$ cat src/rtl/pe_net_iface_pkg.sv
// Packet format shared between the PE network interface and the router side.
// Field positions and type codes for 32-bit NoC packets.
package pe_net_iface_pkg;

    typedef enum logic [1:0] {
        PKT_FILTER = 2'b00,
        PKT_IFMAP  = 2'b01,
        PKT_PSUM   = 2'b10
    } pkt_type_e;

    localparam int unsigned PKT_W      = 32;
    localparam int unsigned PAYLOAD_W  = 13;

    localparam int unsigned RSVD_BIT   = 31;
    localparam int unsigned TYPE_HI    = 30;
    localparam int unsigned TYPE_LO    = 29;
    localparam int unsigned DSTY_HI    = 28;
    localparam int unsigned DSTY_LO    = 24;
    localparam int unsigned DSTX_HI    = 23;
    localparam int unsigned DSTX_LO    = 21;
    localparam int unsigned SRC_HI     = 20;
    localparam int unsigned SRC_LO     = 13;
    localparam int unsigned PAYLOAD_HI = 12;
    localparam int unsigned PAYLOAD_LO = 0;

    function automatic logic [PKT_W-1:0] make_pkt(
        input pkt_type_e              pkt_type,
        input logic [4:0]             dst_y,
        input logic [2:0]             dst_x,
        input logic [4:0]             src_y,
        input logic [2:0]             src_x,
        input logic [PAYLOAD_W-1:0]   payload
    );
        return {1'b0, pkt_type, dst_y, dst_x, src_y, src_x, payload};
    endfunction

endpackage

$ cat src/rtl/pe_net_iface_sync_fifo.sv
// First-word-fall-through synchronous FIFO; DEPTH must be a power of two so
// the pointers wrap naturally.
module sync_fifo #(
    parameter int unsigned WIDTH = 13,
    parameter int unsigned DEPTH = 4
) (
    input  logic             clk_i,
    input  logic             rst_i,
    input  logic             push_i,
    input  logic [WIDTH-1:0] push_data_i,
    output logic             full_o,
    output logic             valid_o,
    output logic [WIDTH-1:0] data_o,
    input  logic             ready_i
);

    localparam int unsigned AW = $clog2(DEPTH);
    localparam int unsigned CW = AW + 1;

    logic [WIDTH-1:0] mem_q [DEPTH];
    logic [AW-1:0]    wr_ptr_q, wr_ptr_d;
    logic [AW-1:0]    rd_ptr_q, rd_ptr_d;
    logic [CW-1:0]    cnt_q, cnt_d;
    logic             do_push, do_pop;

    assign full_o  = (cnt_q == CW'(DEPTH));
    assign valid_o = (cnt_q != '0);
    assign data_o  = mem_q[rd_ptr_q];
    assign do_push = push_i && !full_o;
    assign do_pop  = valid_o && ready_i;

    always_comb begin
        wr_ptr_d = wr_ptr_q;
        rd_ptr_d = rd_ptr_q;
        cnt_d    = cnt_q;
        if (do_push) wr_ptr_d = wr_ptr_q + AW'(1);
        if (do_pop)  rd_ptr_d = rd_ptr_q + AW'(1);
        if (do_push && !do_pop) begin
            cnt_d = cnt_q + CW'(1);
        end else if (!do_push && do_pop) begin
            cnt_d = cnt_q - CW'(1);
        end
    end

    always_ff @(posedge clk_i or posedge rst_i) begin
        if (rst_i) begin
            wr_ptr_q <= '0;
            rd_ptr_q <= '0;
            cnt_q    <= '0;
        end else begin
            wr_ptr_q <= wr_ptr_d;
            rd_ptr_q <= rd_ptr_d;
            cnt_q    <= cnt_d;
        end
    end

    // Storage is never read while empty, so it needs no reset.
    always_ff @(posedge clk_i) begin
        if (do_push) mem_q[wr_ptr_q] <= push_data_i;
    end

endmodule

$ cat src/rtl/pe_net_iface.sv
// PE-side network interface: sorts incoming filter/ifmap packets into FIFOs,
// counts discarded packets, and wraps PE partial sums into outgoing packets.
module pe_net_iface
    import pe_net_iface_pkg::*;
#(
    parameter int unsigned WIDTH_PKT = 32,
    parameter logic [2:0]  ADDRX     = 3'd0,
    parameter logic [4:0]  ADDRY     = 5'd0,
    parameter logic [2:0]  DSTX      = 3'd0,
    parameter logic [4:0]  DSTY      = 5'd0,
    parameter int unsigned DEPTH     = 4
) (
    input  logic                 clk,
    input  logic                 rst,
    input  logic                 rx_valid,
    input  logic [WIDTH_PKT-1:0] rx_pkt,
    output logic                 rx_ready,
    output logic                 filt_valid,
    output logic [12:0]          filt_data,
    input  logic                 filt_ready,
    output logic                 ifm_valid,
    output logic [12:0]          ifm_data,
    input  logic                 ifm_ready,
    input  logic                 psum_valid,
    input  logic [12:0]          psum_data,
    output logic                 psum_ready,
    output logic                 tx_valid,
    output logic [WIDTH_PKT-1:0] tx_pkt,
    input  logic                 tx_ready,
    output logic [7:0]           drop_cnt
);

    logic [1:0]           rx_type;
    logic                 own_dst;
    logic                 rx_accept;
    logic                 filt_push, ifm_push, drop;
    logic                 filt_full, ifm_full;
    logic [PAYLOAD_W-1:0] rx_payload;
    logic [7:0]           drop_cnt_q, drop_cnt_d;
    logic                 tx_valid_q, tx_valid_d;
    logic [WIDTH_PKT-1:0] tx_pkt_q, tx_pkt_d;
    logic                 psum_accept;
    logic                 unused_rx_bits;

    assign rx_type    = rx_pkt[TYPE_HI:TYPE_LO];
    assign rx_payload = rx_pkt[PAYLOAD_HI:PAYLOAD_LO];
    assign own_dst    = (rx_pkt[DSTY_HI:DSTY_LO] == ADDRY) && (rx_pkt[DSTX_HI:DSTX_LO] == ADDRX);
    assign unused_rx_bits = ^{rx_pkt[RSVD_BIT], rx_pkt[SRC_HI:SRC_LO]};

    // Both FIFOs gate acceptance so rx_ready never depends on the packet itself.
    assign rx_ready  = !filt_full && !ifm_full;
    assign rx_accept = rx_valid && rx_ready;
    assign filt_push = rx_accept && own_dst && (rx_type == PKT_FILTER);
    assign ifm_push  = rx_accept && own_dst && (rx_type == PKT_IFMAP);
    assign drop      = rx_accept && !filt_push && !ifm_push;

    sync_fifo #(
        .WIDTH (PAYLOAD_W),
        .DEPTH (DEPTH)
    ) u_filt_fifo (
        .clk_i       (clk),
        .rst_i       (rst),
        .push_i      (filt_push),
        .push_data_i (rx_payload),
        .full_o      (filt_full),
        .valid_o     (filt_valid),
        .data_o      (filt_data),
        .ready_i     (filt_ready)
    );

    sync_fifo #(
        .WIDTH (PAYLOAD_W),
        .DEPTH (DEPTH)
    ) u_ifm_fifo (
        .clk_i       (clk),
        .rst_i       (rst),
        .push_i      (ifm_push),
        .push_data_i (rx_payload),
        .full_o      (ifm_full),
        .valid_o     (ifm_valid),
        .data_o      (ifm_data),
        .ready_i     (ifm_ready)
    );

    assign psum_ready  = !tx_valid_q || tx_ready;
    assign psum_accept = psum_valid && psum_ready;

    always_comb begin
        drop_cnt_d = drop_cnt_q;
        if (drop && (drop_cnt_q != 8'hFF)) drop_cnt_d = drop_cnt_q + 8'd1;

        tx_valid_d = tx_valid_q;
        tx_pkt_d   = tx_pkt_q;
        if (psum_accept) begin
            tx_valid_d = 1'b1;
            tx_pkt_d   = WIDTH_PKT'(make_pkt(PKT_PSUM, DSTY, DSTX, ADDRY, ADDRX, psum_data));
        end else if (tx_ready) begin
            tx_valid_d = 1'b0;
        end
    end

    always_ff @(posedge clk or posedge rst) begin
        if (rst) begin
            drop_cnt_q <= '0;
            tx_valid_q <= 1'b0;
            tx_pkt_q   <= '0;
        end else begin
            drop_cnt_q <= drop_cnt_d;
            tx_valid_q <= tx_valid_d;
            tx_pkt_q   <= tx_pkt_d;
        end
    end

    assign drop_cnt = drop_cnt_q;
    assign tx_valid = tx_valid_q;
    assign tx_pkt   = tx_pkt_q;

endmodule
$ cat config.mk
export PLATFORM = sky130hd
export DESIGN_NAME = pe_net_iface
export DESIGN_NICKNAME = d
export VERILOG_FILES = /design/src/rtl/pe_net_iface_pkg.sv /design/src/rtl/pe_net_iface_sync_fifo.sv /design/src/rtl/pe_net_iface.sv
export SDC_FILE = /design/constraint.sdc
export NUM_CORES = 1
export LEC_CHECK = 0
export CORE_ASPECT_RATIO = 0.9
export CORE_MARGIN = 3
export CORE_UTILIZATION = 55
export DETAILED_ROUTE_END_ITERATION = 10
export PLACE_DENSITY = 0.82
export SLEW_MARGIN = 10
export SYNTH_ARGS = -nofsm -noshare
export SYNTH_HDL_FRONTEND = slang
export SYNTH_SLANG_ARGS = --single-unit
$ cat constraint.sdc
create_clock -name clk -period 5.74 [get_ports clk]
set_input_delay 1.435 -clock clk [delete_from_list [all_inputs] [get_ports clk]]
set_output_delay 1.435 -clock clk [all_outputs]
set_load 0.02 [all_outputs]
# Word level (Yosys, flattened, before mapping)
# Memory sizes are Yosys's and may differ from the RTL's.
# Cells that the tools add are included.
# word_totals
n_memories,2
ram_bits,104
ff_bits,37
# memory_table
name,depth,word_bits,read_ports,rd_clocked_by_memory_dff,wr,line_no,source
u_filt_fifo.mem_q,4,13,1,0,1,pe_net_iface_sync_fifo.sv:20,logic [WIDTH-1:0] mem_q [DEPTH];
u_ifm_fifo.mem_q,4,13,1,0,1,pe_net_iface_sync_fifo.sv:20,
# classes
reduce_logical,36
addsub,9
n_mux,10
n_eq_ne,4
# op_table
op,n
$logic_and A1 B1 Y1,18
$mux W3,4
$logic_not A1 Y1,9
$add A2 B1 Y2 const B,4
$add A8 B1 Y8 const B,1
$ne A8 B8 Y1 const B,1
$add A3 B1 Y3 const B,2
$eq A3 B3 Y1 const B,2
$mux W1,6
$reduce_bool A2 Y1,3
$reduce_bool A3 Y1,2
$sub A3 B1 Y3 const B,2
$logic_not A5 Y1,1
$logic_not A3 Y1,1
$eq A2 B1 Y1 const B,1
$logic_not A2 Y1,1
$logic_or A1 B1 Y1,1

# Depth between registers and ports, before layout
# depth
ltp_word,11
ltp_mapped,9

# Cells and area by module
# Synthesis repeated with hierarchy kept, for this count alone.
# unflattened
cells_unflattened,306
hier_area_um2,5821.8
# modules_own_cells
mod,area_each_um2,cells_per_inst,n_inst,seq_area_each_um2
sync_fifo,2329.7,104,2,1736.7
pe_net_iface,1162.4,98,1,575.6

# Worst setup path before layout
# Ideal clock, no wire load.
# synth_path
path_type,input -> register
start,input rx_pkt[26]
end,register u_filt_fifo.cnt_q[2]
stages,9
path_buffers,0
arrival_time_ps,3351
t_required_ps,5661
path_slack_ps,2310
setup_ps,79
path_cell_list,nor4_4 nand3_4 nor4_4 ha_1 inv_1 fa_1 xor2_1 nor2_1 xor2_1
# synth_via
elab_chain_len,8
elab_cells_between_ends,10
cone_classes,mux (1); reduce/logical (9)
# synth_rtl
item,line_no,source
"start, declared",pe_net_iface.sv:16,"input logic [WIDTH_PKT-1:0] rx_pkt,"
$logic_not A5 Y1 (*),pe_net_iface.sv:47,assign own_dst = (rx_pkt[DSTY_HI:DSTY_LO] == ADDRY) && (rx_pkt[DSTX_HI:DSTX_LO] == ADDRX);
$logic_and A1 B1 Y1 (*),pe_net_iface.sv:47,
$logic_and A1 B1 Y1 (*) (2 in a row),pe_net_iface.sv:53,assign filt_push = rx_accept && own_dst && (rx_type == PKT_FILTER);
$logic_and A1 B1 Y1 (*),pe_net_iface_sync_fifo.sv:29,assign do_push = push_i && !full_o;
net u_filt_fifo.do_push,pe_net_iface_sync_fifo.sv:24,"logic do_push, do_pop;"
$logic_not A1 Y1,pe_net_iface_sync_fifo.sv:40,end else if (!do_push && do_pop) begin
$logic_and A1 B1 Y1,pe_net_iface_sync_fifo.sv:40,
$reduce_bool A2 Y1 (no source line),-,
"end signal, assigned",pe_net_iface_sync_fifo.sv:53,cnt_q <= cnt_d;
"end, declared",pe_net_iface_sync_fifo.sv:23,"logic [CW-1:0] cnt_q, cnt_d;"
# Mark *: on every way through the listed nets, which the timed path passes. The rest lies on a longest branch.
# A chain may end at the register's enable or synchronous reset.

# Worst setup path in the final report
# layout_path
start,input tx_ready
end,output psum_ready
# layout_via
elab_chain_len,1
# layout_rtl
item,line_no,source
"start, declared",pe_net_iface.sv:29,"input logic tx_ready,"
$logic_or A1 B1 Y1,pe_net_iface.sv:85,assign psum_ready = !tx_valid_q || tx_ready;
"end, declared",pe_net_iface.sv:26,"output logic psum_ready,"
# No other way between the ends.

==> impl_metrics.csv <==
group,metric,value,unit
status,run_status,"finished clean",
detailed_routing,routedWlPerCell,20.7,µm
power,leakage,0.00261,µW
timing,timing.fmax,0.245,GHz
synthesis,yosys.area.top_type,"edfxtp_1",
timing,slew_violations,0,
synthesis,synth.area.top_cells,"edfxtp_1 (54%), dfrtp_1 (16%), mux4_2 (10%), mux2_2 (3.5%), ha_1 (2.4%)",
detailed_routing,antenna_left,0,
timing,worst_slack,1.66,ns
detailed_routing,wirelength,11200,µm
placement,place_hpwl,6980,µm
timing,hold_violations,0,
synthesis,ys_ff_latch,141,
detailed_routing,dr.pass1.iters,4,
cts,path_clk_slew,0.05,ns
detailed_routing,viasPerCell,5.46,
run,cap_viol_max_count,0,
min_path,min_to,"tx_pkt[30]",
worst_setup_path,cpMostUsedCell,"clkdlybuf4s50_1",
die,die_area,0.0117,mm²
worst_setup_path,end_kind,"output port",
timing,relSlewSlack,0.314,
min_path,min_path_type,"register to register",
placement,gp_congestion,0.801,
worst_setup_path,crit_chain,"clkdlybuf4s50_1, nand2b_1, clkdlybuf4s50_1",
synthesis,synth_top_area_frac,0.543,
die,start_util,0.580,
cts,postCtsSetupBuffers,0,
detailed_routing,drt_iter0_drc,164,
cts,cts_buffers,17,
timing,finalSetupTns,0,ns
synthesis,postSynthAreaPerCell,19.2,µm²
worst_setup_path,critPathRequiredTime,4.30,ns
die,die_h,103,µm
grt,antenna_found_initial,0,
die,coreArea,0.00991,mm²
worst_setup_path,cp_max_fo,3,
cts,clock_sinks,141,
die,rows,34,
grt,grt_pass1_vias,3150,
finish,nNetsFinal,470,
grt,grt_pass1_wl,17200,µm
finish,syn2layout_area_growth,26.9,%
timing,rsz0062_at_grt,"no",
grt,grt_overflow_total,0,
worst_setup_path,rr_worst_depth,9,
synthesis,synth_edf_count,104,
worst_setup_path,cp_slowest_cell,"clkdlybuf4s50_1",
worst_setup_path,r2r_start,"u_filt_fifo.cnt_q[2]",
worst_setup_path,cp_top_family,"buffers and inverters",
min_path,min_from,"tx_pkt[30]",
worst_setup_path,start_kind,"input pin",
power,ir_worst_vdd,268,µV
worst_setup_path,regToRegSetupSlack,3.21,ns
worst_setup_path,r2r_end,"u_ifm_fifo.cnt_q[2]",
cts,cts_resized,0,
worst_setup_path,worstSetupPathType,"input pin to output port",
synthesis,ys_warn_count,0,
synthesis,seq_area_frac_synth,0.704,
timing,setup_viol,0,
power,powerDensity,450,mW/mm²
cts,cts-hold-fix-buffers,0,
cts,tritoncts,"done",
placement,dp_slack,1.54,ns
timing,tightest_slew,1.03,ns
cts,clk_latency,0.41,ns
synthesis,async_flop_share,0.262,
grt,grt_usage,0.204,
timing,post-route-period-util,0.711,
detailed_routing,drcViolationCount,0,
die,ios,123,
worst_setup_path,critPathMaxStageDelay,0.62,ns
synthesis,synthFlopType,"edfxtp_1",
die,die_w,114,µm
cts,clockBufferDepth,2,
timing,min_period,4.08,ns
synthesis,synth_cell_type_count,37,
finish,diodes,0,
synthesis,netlist_area,0.00575,mm²
grt,grt_start_max_net_pins,38,
detailed_routing,via_count,2964,
worst_setup_path,cp.arrival,2.64,ns
cts,cts_root_buffer,"clkbuf_16",
synthesis,synth_cells,299,
worst_setup_path,cp.buffers_inverters,2,
finish,final_layout_size_suffix_gt1_frac,0.209,
placement,port_buffers,95,
timing,fin_worst_skew,0.00820,ns
cts,htree_num_levels,4,
min_path,hold_path_depth,1,
==> layer usage <==
metal / wire length, µm / global-route usage / vias to the layer above
met5: 0 / 0 / -
li1: - / - / 1330
met2: 6020 / 0.343 / 114
met1: 4490 / 0.257 / 1518
met3: 686 / 0.0610 / 2
met4: 37 / 0.0703 / 0
==> flip-flops by register name, indices dropped and copies added, names as in the netlist <==
name / cells
drop_cnt: 8
u_filt_fifo.cnt_q: 3
tx_pkt: 14
u_filt_fifo.wr_ptr_q: 2
u_ifm_fifo.wr_ptr_q: 2
u_ifm_fifo.mem_q: 52
u_ifm_fifo.rd_ptr_q: 2
u_filt_fifo.mem_q: 52
tx_valid: 1
u_filt_fifo.rd_ptr_q: 2
u_ifm_fifo.cnt_q: 3
==> placed cells by master, fill, tap and decap left out, types with 3 or more instances in the layout <==
cell,n
edfxtp_1,104
clkdlybuf4s50_1,95
dfrtp_1,37
mux4_2,26
mux2_2,18
conb_1,18
clkbuf_16,17
ha_1,11
xnor2_1,10
inv_1,7
nand2_1,6
nand4_1,5
and2_1,5
xor2_1,5
a31oi_1,4
nand2b_1,4
and2_2,4
clkinvlp_4,4
nor2_1,3
and3_1,3
inv_6,3
==> cells in the mapped netlist (all sizes together) (2+ instances only) <==
library cell / number
a31oi: 4
and2: 9
and3: 4
buf: 24
clkbuf: 2
dfrtp: 37
edfxtp: 104
fa: 2
ha: 11
inv: 7
mux2: 20
mux4: 26
nand2: 6
nand2b: 4
nand3: 3
nand4: 5
nor2: 3
nor3: 2
nor4: 2
or3: 2
xnor2: 10
xor2: 5
==> power breakdown <==
group,internal [µW],switching [µW]
clock network,593,415
registers,1170,181
logic,527,400
total,2290,996
==> metrics by stage <==
step / power (µW) / cell area [µm²] / util / hold slack (ns) / cells
after floorplan: 1900 / 5820 / - / 0.445 / 316
after global placement: 2270 / 6750 / 0.681 / 0.451 / 512
after detailed placement: 2310 / 6750 / 0.681 / 0.460 / 512
after CTS: 3320 / 7300 / 0.737 / 0.475 / 543
after global routing: 3420 / 7300 / 0.737 / 0.486 / 543
final: 3290 / 7300 / 0.737 / 0.472 / 543
==> worst register-to-register path: cells and delay by family (launching register included) <==
| family | cells | cell delay (ns) |
|---|---|---|
| XOR/XNOR | 2 | 0.34 |
| buffers and inverters | 1 | 0.08 |
| adder cells (fa/ha/maj) | 2 | 0.68 |
| AND/OR/NAND/NOR | 4 | 0.97 |
| flip-flops | 1 | 0.40 |
==> logic make-up (layout without fill, tap and decap cells) <==
logic type	count (synthesis)	in the layout	share of synthesized area
AO/OA/AOI/OAI	4	4	0.00435
XOR/XNOR	15	15	0.0228
adder cells (fa/ha/maj)	13	13	0.0309
buffers and inverters	33	134	0.0355
flip-flops	141	141	0.704
multiplexers	46	46	0.142
other	1	18	0.000652
AND/OR/NAND/NOR	46	46	0.0596
==> worst max path at each step <==
stage	end	from	cells after the start	slack (ns)
after CTS	filt_data[11]	u_filt_fifo.rd_ptr_q[0]	2	1.60
final	psum_ready	tx_ready	3	1.66
after global placement	u_filt_fifo.cnt_q[2]	rx_pkt[26]	10	1.68
after detailed placement	u_filt_fifo.cnt_q[2]	rx_pkt[26]	10	1.54
after global routing	ifm_data[11]	u_ifm_fifo.rd_ptr_q[0]	2	1.51
after floorplan	u_filt_fifo.cnt_q[2]	rx_pkt[26]	9	2.31
==> cell type report <==
cell class / count / area (µm²)
multi-input combinational: 142 / 1560
inverter: 7 / 26.3
timing repair buffer: 96 / 958
tap: 126 / 158
clock buffer: 17 / 425
clock inverter: 14 / 121
sequential: 141 / 4050
fill: 609 / 2610
(Power assumes the default switching activity.)
